$ cat src/rtl/weighted_sum_seq.sv
// Sequential perceptron core: folds N signed products through LANES multipliers into a wide accumulator.
// Optional WEIGHTED_SUM_RELU_EN clamps negative (saturated) results to zero; sat still reports clamping.
module weighted_sum_seq #(
    parameter int N     = 8,
    parameter int W     = 16,
    parameter int LANES = 2,
    parameter int OUT_W = 32
) (
    input  logic             clk,
    input  logic             rst,
    input  logic             in_valid,
    output logic             in_ready,
    input  logic [W*N-1:0]   x,
    input  logic [W*N-1:0]   w,
    input  logic [2*W-1:0]   bias,
    output logic             out_valid,
    input  logic             out_ready,
    output logic [OUT_W-1:0] sum,
    output logic             sat
);

    localparam int BEATS  = N / LANES;
    localparam int ACC_W  = 2 * W + $clog2(N) + 1;
    localparam int BEAT_W = (BEATS > 1) ? $clog2(BEATS) : 1;

    localparam logic signed [ACC_W-1:0] MAX_ACC = {{(ACC_W-OUT_W+1){1'b0}}, {(OUT_W-1){1'b1}}};
    localparam logic signed [ACC_W-1:0] MIN_ACC = {{(ACC_W-OUT_W+1){1'b1}}, {(OUT_W-1){1'b0}}};

    typedef enum logic [1:0] {IDLE, ACCUM, DONE} state_t;

    state_t                   state_q, state_d;
    logic [W*N-1:0]           x_q, x_d, w_q, w_d;
    logic signed [ACC_W-1:0]  acc_q, acc_d, lane_sum, acc_next;
    logic [BEAT_W-1:0]        beat_q, beat_d;
    logic [OUT_W-1:0]         sum_q, sum_d;
    logic                     sat_q, sat_d;
    logic                     accept, last_beat;

    function automatic logic signed [ACC_W-1:0] lane_prod(input logic signed [W-1:0] a,
                                                          input logic signed [W-1:0] b);
        logic signed [ACC_W-1:0] ae, be;
        ae = ACC_W'(a);
        be = ACC_W'(b);
        return ae * be;
    endfunction

    function automatic logic sat_flag(input logic signed [ACC_W-1:0] a);
        return (a > MAX_ACC) || (a < MIN_ACC);
    endfunction

    function automatic logic [OUT_W-1:0] sat_value(input logic signed [ACC_W-1:0] a);
        if (a > MAX_ACC)
            return MAX_ACC[OUT_W-1:0];
        else if (a < MIN_ACC)
            return MIN_ACC[OUT_W-1:0];
        else
            return a[OUT_W-1:0];
    endfunction

    function automatic logic [OUT_W-1:0] post_proc(input logic [OUT_W-1:0] v);
`ifdef WEIGHTED_SUM_RELU_EN
        return v[OUT_W-1] ? '0 : v;
`else
        return v;
`endif
    endfunction

    // The lowest LANES elements of the shifted operand registers feed the multipliers each beat.
    always_comb begin
        lane_sum = '0;
        for (int l = 0; l < LANES; l++)
            lane_sum = lane_sum + lane_prod(x_q[l*W +: W], w_q[l*W +: W]);
    end

    assign acc_next  = acc_q + lane_sum;
    assign last_beat = (beat_q == BEAT_W'(BEATS - 1));
    assign accept    = in_valid & in_ready;

    always_ff @(posedge clk or posedge rst) begin
        if (rst)
            state_q <= IDLE;
        else
            state_q <= state_d;
    end

    always_comb begin
        state_d = state_q;
        case (state_q)
            IDLE:    if (accept) state_d = ACCUM;
            ACCUM:   if (last_beat) state_d = DONE;
            DONE:    if (out_ready) state_d = accept ? ACCUM : IDLE;
            default: state_d = IDLE;
        endcase
    end

    always_comb begin
        in_ready  = 1'b0;
        out_valid = 1'b0;
        case (state_q)
            IDLE:    in_ready = ~rst;
            DONE: begin
                out_valid = 1'b1;
                in_ready  = out_ready & ~rst;
            end
            default: ;
        endcase
    end

    always_comb begin
        x_d    = x_q;
        w_d    = w_q;
        acc_d  = acc_q;
        beat_d = beat_q;
        sum_d  = sum_q;
        sat_d  = sat_q;
        if (accept) begin
            x_d    = x;
            w_d    = w;
            acc_d  = ACC_W'($signed(bias));
            beat_d = '0;
        end else if (state_q == ACCUM) begin
            x_d    = x_q >> (LANES * W);
            w_d    = w_q >> (LANES * W);
            acc_d  = acc_next;
            beat_d = beat_q + BEAT_W'(1);
            if (last_beat) begin
                sum_d = post_proc(sat_value(acc_next));
                sat_d = sat_flag(acc_next);
            end
        end
    end

    always_ff @(posedge clk or posedge rst) begin
        if (rst) begin
            acc_q  <= '0;
            beat_q <= '0;
            sum_q  <= '0;
            sat_q  <= 1'b0;
        end else begin
            acc_q  <= acc_d;
            beat_q <= beat_d;
            sum_q  <= sum_d;
            sat_q  <= sat_d;
        end
    end

    // Operand shift registers carry pure data and need no reset.
    always_ff @(posedge clk) begin
        x_q <= x_d;
        w_q <= w_d;
    end

    assign sum = sum_q;
    assign sat = sat_q;

endmodule

$ cat config.mk
export PLATFORM = sky130hd
export DESIGN_NAME = weighted_sum_seq
export DESIGN_NICKNAME = d
export VERILOG_FILES = /design/src/rtl/weighted_sum_seq.sv
export SDC_FILE = /design/constraint.sdc
export NUM_CORES = 2
export LEC_CHECK = 0
export CAP_MARGIN = 20
export CORE_MARGIN = 2
export CORE_UTILIZATION = 60
export DETAILED_ROUTE_END_ITERATION = 6
export MAX_ROUTING_LAYER = met4
export PLACE_DENSITY_LB_ADDON = 0.3
export SETUP_SLACK_MARGIN = 0.4
export SLEW_MARGIN = 20
export SYNTH_ARGS = -nofsm -noshare
export SYNTH_HDL_FRONTEND = slang
export SYNTH_SLANG_ARGS = --single-unit
$ cat constraint.sdc
create_clock -name clk -period 11.6 [get_ports clk]
set_input_delay 2.32 -clock clk [delete_from_list [all_inputs] [get_ports clk]]
set_output_delay 2.32 -clock clk [all_outputs]
set_load 0.02 [all_outputs]
# After elaboration in Yosys (flattened, before gate mapping)
# Cells that the tools add are included.
[totals]
in_bits = 292
word_cells = 46
ff_bits = 329
[classes]
eq_ne = 6
n_mul = 2
order_cmp = 2
bitwise_logic = 4
n_reduce_logical = 5
mux = 17
add_sub_neg = 3
[op_table]
columns = ["cell", "n"]
rows = [
  ["128-bit two-way mux", 4],
  ["36-bit two-way mux", 2],
  ["16-bit by 16-bit multiplier with 32-bit output", 2],
  ["32-bit two-way mux", 2],
  ["36-bit by 33-bit adder with 36-bit output", 1],
  ["36-bit by 32-bit > comparator with 1-bit output (second input constant)", 1],
  ["36-bit by 32-bit < comparator with 1-bit output (second input constant)", 1],
  ["32-bit by 32-bit adder with 33-bit output", 1],
  ["2-bit two-way mux", 5],
  ["2-bit != test (second input constant)", 3],
  ["2-bit one-hot mux with 3 select lines", 1],
  ["3-bit AND reduction", 2],
  ["2-bit == test (second input constant)", 2],
  ["2-bit by 1-bit adder with 2-bit output (second input constant)", 1],
  ["1-bit AND", 2],
  ["2-bit by 1-bit == test with 1-bit output (second input constant)", 1],
  ["2-bit logical NOT", 1],
  ["1-bit two-way mux", 2],
  ["1-bit inverter", 2],
  ["1-bit one-hot mux with 2 select lines", 1],
  ["2-bit nonzero test", 1],
  ["1-bit logical OR", 1],
]

# Depth between registers and ports, before layout
[logic_depth]
word_depth = 7
ltp_mapped = 29
mapped_depth_nobuf = 27

# Worst setup path after synthesis
# Ideal clock, no wire load.
[synth_path]
kind = "input -> register"
from = "input out_ready"
to = "register acc_q[4]"
setup_ps = 508
stages = 8
arrival_time_ps = 11223
t_required_ps = 11092
path_slack_ps = -131
cell_sequence = "inv_1 -> a211oi_1 -> and2_1 -> clkbuf_1 -> nor2_1 -> inv_1 -> clkbuf_1 -> o221ai_1"
[synth_via]
elab_chain_len = 4
[synth_lines]
columns = ["element", "line_no", "text"]
rows = [
  ["start, declared", "17", "input logic out_ready,"],
  ["1-bit AND (*)", "103", "in_ready = out_ready & ~rst;"],
  ["1-bit one-hot mux with 2 select lines (*)", "99", "case (state_q)"],
  ["1-bit AND (*)", "77", "assign accept = in_valid & in_ready;"],
  ["36-bit two-way mux / 2-bit nonzero test (equally long branches)", "--", ""],
  ["end signal, assigned", "135", "acc_q <= '0;"],
  ["end signal, assigned", "140", "acc_q <= acc_d;"],
  ["end, declared", "33", "logic signed [ACC_W-1:0] acc_q, acc_d, lane_sum, acc_next;"],
]
# Mark *: on every way between the ends. The rest lies on a longest branch, timed or not.
# A chain may end at the register's enable or synchronous reset.

# Worst setup path in the final report
[layout_path]
from = "register x_q[15]"
to = "register sum_q[6], in the netlist sum[6]"
[layout_via]
elab_chain_len = 6
[layout_lines]
columns = ["element", "line_no", "text"]
rows = [
  ["start, declared", "32", "logic [W*N-1:0] x_q, x_d, w_q, w_d;"],
  ["start signal, assigned", "149", "x_q <= x_d;"],
  ["16-bit by 16-bit multiplier with 32-bit output (*)", "44", "return ae * be;"],
  ["32-bit by 32-bit adder with 33-bit output (*)", "72", "lane_sum = lane_sum + lane_prod(x_q[l*W +: W], w_q[l*W +: W]);"],
  ["36-bit by 33-bit adder with 36-bit output (*)", "75", "assign acc_next = acc_q + lane_sum;"],
  ["36-bit by 32-bit < comparator with 1-bit output", "54", "else if (a < MIN_ACC)"],
  ["32-bit two-way mux", "54", ""],
  ["32-bit two-way mux (*)", "52", "if (a > MAX_ACC)"],
  ["end signal, assigned", "142", "sum_q <= sum_d;"],
  ["end, declared", "35", "logic [OUT_W-1:0] sum_q, sum_d;"],
]
# Marked as above.

==> results.yml <==
outcome:
  outcome: "finished, final reports clean"
floorplan:
  die_height_um: 249
  die_area_um2: 61800
  fp-row-count: 89
  die_width_um: 249
  initial_utilization_pct: 60.7
  ioPinCount: 327
  fp.coreArea_um2: 59100
routing:
  routed-via-count: 25100
  post_drt_wl_per_cell_um: 19.1
  detail-route-antenna-nets: 0
  drc_markers: 0
  route.detailed.vias_per_inst: 5.42
  detail_route.wirelength_um: 88500
  firstDrtPassIters: 5
  initialDrtViolationCount: 1854
synth:
  synthFlopType: "sky130_fd_sc_hd__edfxtp_1"
  postSynthAreaPerCell_um2: 9.96
  synth-seq-cells: 329
  synthesis.yosys.warnings: 0
  asyncSetResetFlopFracSynth_pct: 22.2
  sequential_area_share_after_synthesis_pct: 26.5
  synth_cell_types: 64
  synth.net_count: 4712
  syn-instance-count: 3605
  yosys.area.top_type: "sky130_fd_sc_hd__fa_1"
  synthTopCellsByArea: "sky130_fd_sc_hd__fa_1, sky130_fd_sc_hd__edfxtp_1, sky130_fd_sc_hd__nand2_1"
  mappedNetlistArea_um2: 35900
  count_of_flip_flops_with_a_built_in_enable_after_synthesis: 256
  synth.top_cell.area_share_pct: 37.4
critical_path:
  critPathMaxFanout: 23
  worst-endpoint-arrival_ns: 9.73
  setup.worst_path.start_class: "flip-flop"
  criticalPathCategory: "flip-flop to flip-flop"
  critPathCaptureType: "flip-flop"
  timing.critical_path.required_ns: 12.00
sta:
  tns_ns: 0
  finClkSkew_ns: 0.0292
  worst_hold_slack_ns: 0.493
  final_hold_viol_count: 0
  layout_setup_ws_ns: 2.27
  achievable-frequency_mhz: 107
  period_share_pct: 80.5
  tightest_slew_ns: 1.10
  drv_slew: 0
  finalCriticalPeriod_ns: 9.33
  setup-violations-final: 0
  grt_setup_unrepaired: "no"
  max_slew_margin_pct: 26.5
global_route:
  grt-ovfl-total: 0
  maximum_number_of_pins_on_one_net_before_global_route_repair: 132
  vias_in_the_first_global_route: 27100
  grt_antenna_before_repair: 5
  track_usage_pct: 30.7
  grt_first_pass_wirelength_um: 142000
final_layout:
  area_delta_synth_final_pct: 13.8
  num-fill-cells: 4468
  fraction_of_layout_instances_using_a_drive_strength_above_1_pct: 2.36
  net_count_reported_at_finish: 4936
clock_tree:
  cts-hold-fix-buffers: 0
  clock_latency_at_the_later_pin_of_the_worst_skew_pair_ns: 0.58
  cts.sinks: 329
  htree_levels: 2
  cts_inserted_buffers: 37
  cts.root.buffer_cell: "sky130_fd_sc_hd__clkbuf_16"
  cts_buffer_depth: 3
  post_cts.repair.setup_buffers: 0
  clock_tree_from_tritoncts: "done"
  post_cts_resized: 0
  path_clk_slew_ns: 0.06
min_path:
  hold_wc_path_type: "flip-flop to flip-flop"
placed_design:
  detailedPlacementHpwl_um: 70500
  numPortBuffers: 326
  gp_congestion: 0.906
  place_ws_ns: 2.32
flow_run:
  drv.max_cap_violation_count: 0
==> cell families (layout without fill, tap and decap cells) <==
kind of cell	count (synthesis)	after routing	synth area share, %
flops	329	329	26.5
other cells	0	7	0
simple gates	1334	1334	16.7
buf+inv	880	1130	9.25
fa+ha+maj	815	815	42.4
xor+xnor	41	41	1.02
compound gates	204	204	4.00
mux	2	2	0.0593
==> worst max-delay path, stage by stage (launching register included) <==
cell and delay (ns):
sky130_fd_sc_hd__edfxtp_1 0.65, sky130_fd_sc_hd__and2_1 0.27, sky130_fd_sc_hd__inv_1 0.74, sky130_fd_sc_hd__fa_1 0.59, sky130_fd_sc_hd__fa_1 0.55, sky130_fd_sc_hd__inv_1 0.05
sky130_fd_sc_hd__fa_1 0.47, sky130_fd_sc_hd__inv_1 0.05, sky130_fd_sc_hd__fa_1 0.53, sky130_fd_sc_hd__inv_1 0.05, sky130_fd_sc_hd__fa_1 0.48, sky130_fd_sc_hd__fa_1 0.51
sky130_fd_sc_hd__fa_1 0.49, sky130_fd_sc_hd__inv_1 0.05, sky130_fd_sc_hd__fa_1 0.48, sky130_fd_sc_hd__inv_1 0.05, sky130_fd_sc_hd__ha_1 0.42, sky130_fd_sc_hd__nor3_1 0.09
sky130_fd_sc_hd__o31ai_1 0.22, sky130_fd_sc_hd__o21ai_1 0.15, sky130_fd_sc_hd__and2_1 0.21, sky130_fd_sc_hd__a211oi_2 0.38, sky130_fd_sc_hd__o21ai_1 0.18, sky130_fd_sc_hd__xnor2_2 0.35
sky130_fd_sc_hd__a311oi_4 1.03, sky130_fd_sc_hd__a211oi_1 0.10
==> cell usage after synthesis, types with 30 or more instances <==
library cell and instances:
sky130_fd_sc_hd__inv_1 728, sky130_fd_sc_hd__dfrtp_1 73, sky130_fd_sc_hd__ha_1 145, sky130_fd_sc_hd__nor2_1 63, sky130_fd_sc_hd__a211oi_1 30, sky130_fd_sc_hd__clkbuf_1 138
sky130_fd_sc_hd__and2_1 257, sky130_fd_sc_hd__and3_1 70, sky130_fd_sc_hd__nand2_1 873, sky130_fd_sc_hd__o21ai_0 54, sky130_fd_sc_hd__edfxtp_1 256, sky130_fd_sc_hd__fa_1 670
==> final timing paths <==
path	from	end	slack, ns	depth (start not counted)
min reg2reg	acc_q[15]	acc_q[15]	0.49	2
min	acc_q[15]	acc_q[15]	0.49	2
max reg2reg	x_q[15]	sum[6]	2.27	25
max in group asynchronous	rst	acc_q[16]	8.54	3
max	x_q[15]	sum[6]	2.27	25
min in group asynchronous	rst	acc_q[27]	2.43	3
==> state kept, by name (all words and copies together) (netlist names) <==
register  flops
sum          32
state_q       2
acc_q        36
w_q         128
x_q         128
beat_q        2
sat           1
==> metal layers <==
metal / share of wire, % / GRT usage, % / vias up
met1: 36 / 36.0 / 12700
met2: 52 / 51.4 / 926
met5: 0 / - / -
li1: - / - / 11300
met3: 6.9 / 5.28 / 248
met4: 5.6 / 15.5 / 0
==> layout by cell type (no fill, tap or decap), drive strengths merged, types with 4 or more instances in the layout <==
master         netlist  layout
edfxtp             256     256
o221ai               6       6
nor2b               20      20
and2               257     257
a22oi               24      24
xnor2               29      29
diode                0       7
fa                 670     670
ha                 145     145
o2111ai              4       4
inv                728     730
o21a                 8       8
nand2              874     874
dfrtp               73      73
a211oi              32      32
a21oi               28      28
nor3                17      17
o31ai               15      15
o21ai               56      56
xor2                12      12
clkdlybuf4s50        0     325
nand2b               8       8
clkinv               0      11
and3                70      70
a21o                11      11
clkbuf             138      47
nand3                7       7
buf                 14      12
nor2                64      64
==> cell type report <==
type,instances,area (um^2),share of cell area (%)
multi-input combinational,2396,23100,56.5
clock buffer,47,963,2.36
tap,773,967,2.37
antenna,7,17.5,0.0429
clock inverter,18,233,0.570
sequential,329,9510,23.3
timing repair buffer,337,3340,8.18
inverter,728,2740,6.71
==> per-stage QoR <==
| stage | std cells | instance area [um^2] | util, % |
|---|---|---|---|
| 2_1_floorplan | 3605 | 35900 | - |
| 3_3_place_gp | 4563 | 39600 | 67.0 |
| 3_5_place_dp | 4563 | 39600 | 67.0 |
| 4_1_cts | 4628 | 40800 | 69.1 |
| 5_1_grt | 4634 | 40900 | 69.1 |
| 6_report | 4635 | 40900 | 69.1 |
Power is left out: the tool's default activity adds up to more than one toggle a clock period on the data nets, which glitch-free logic cannot reach.
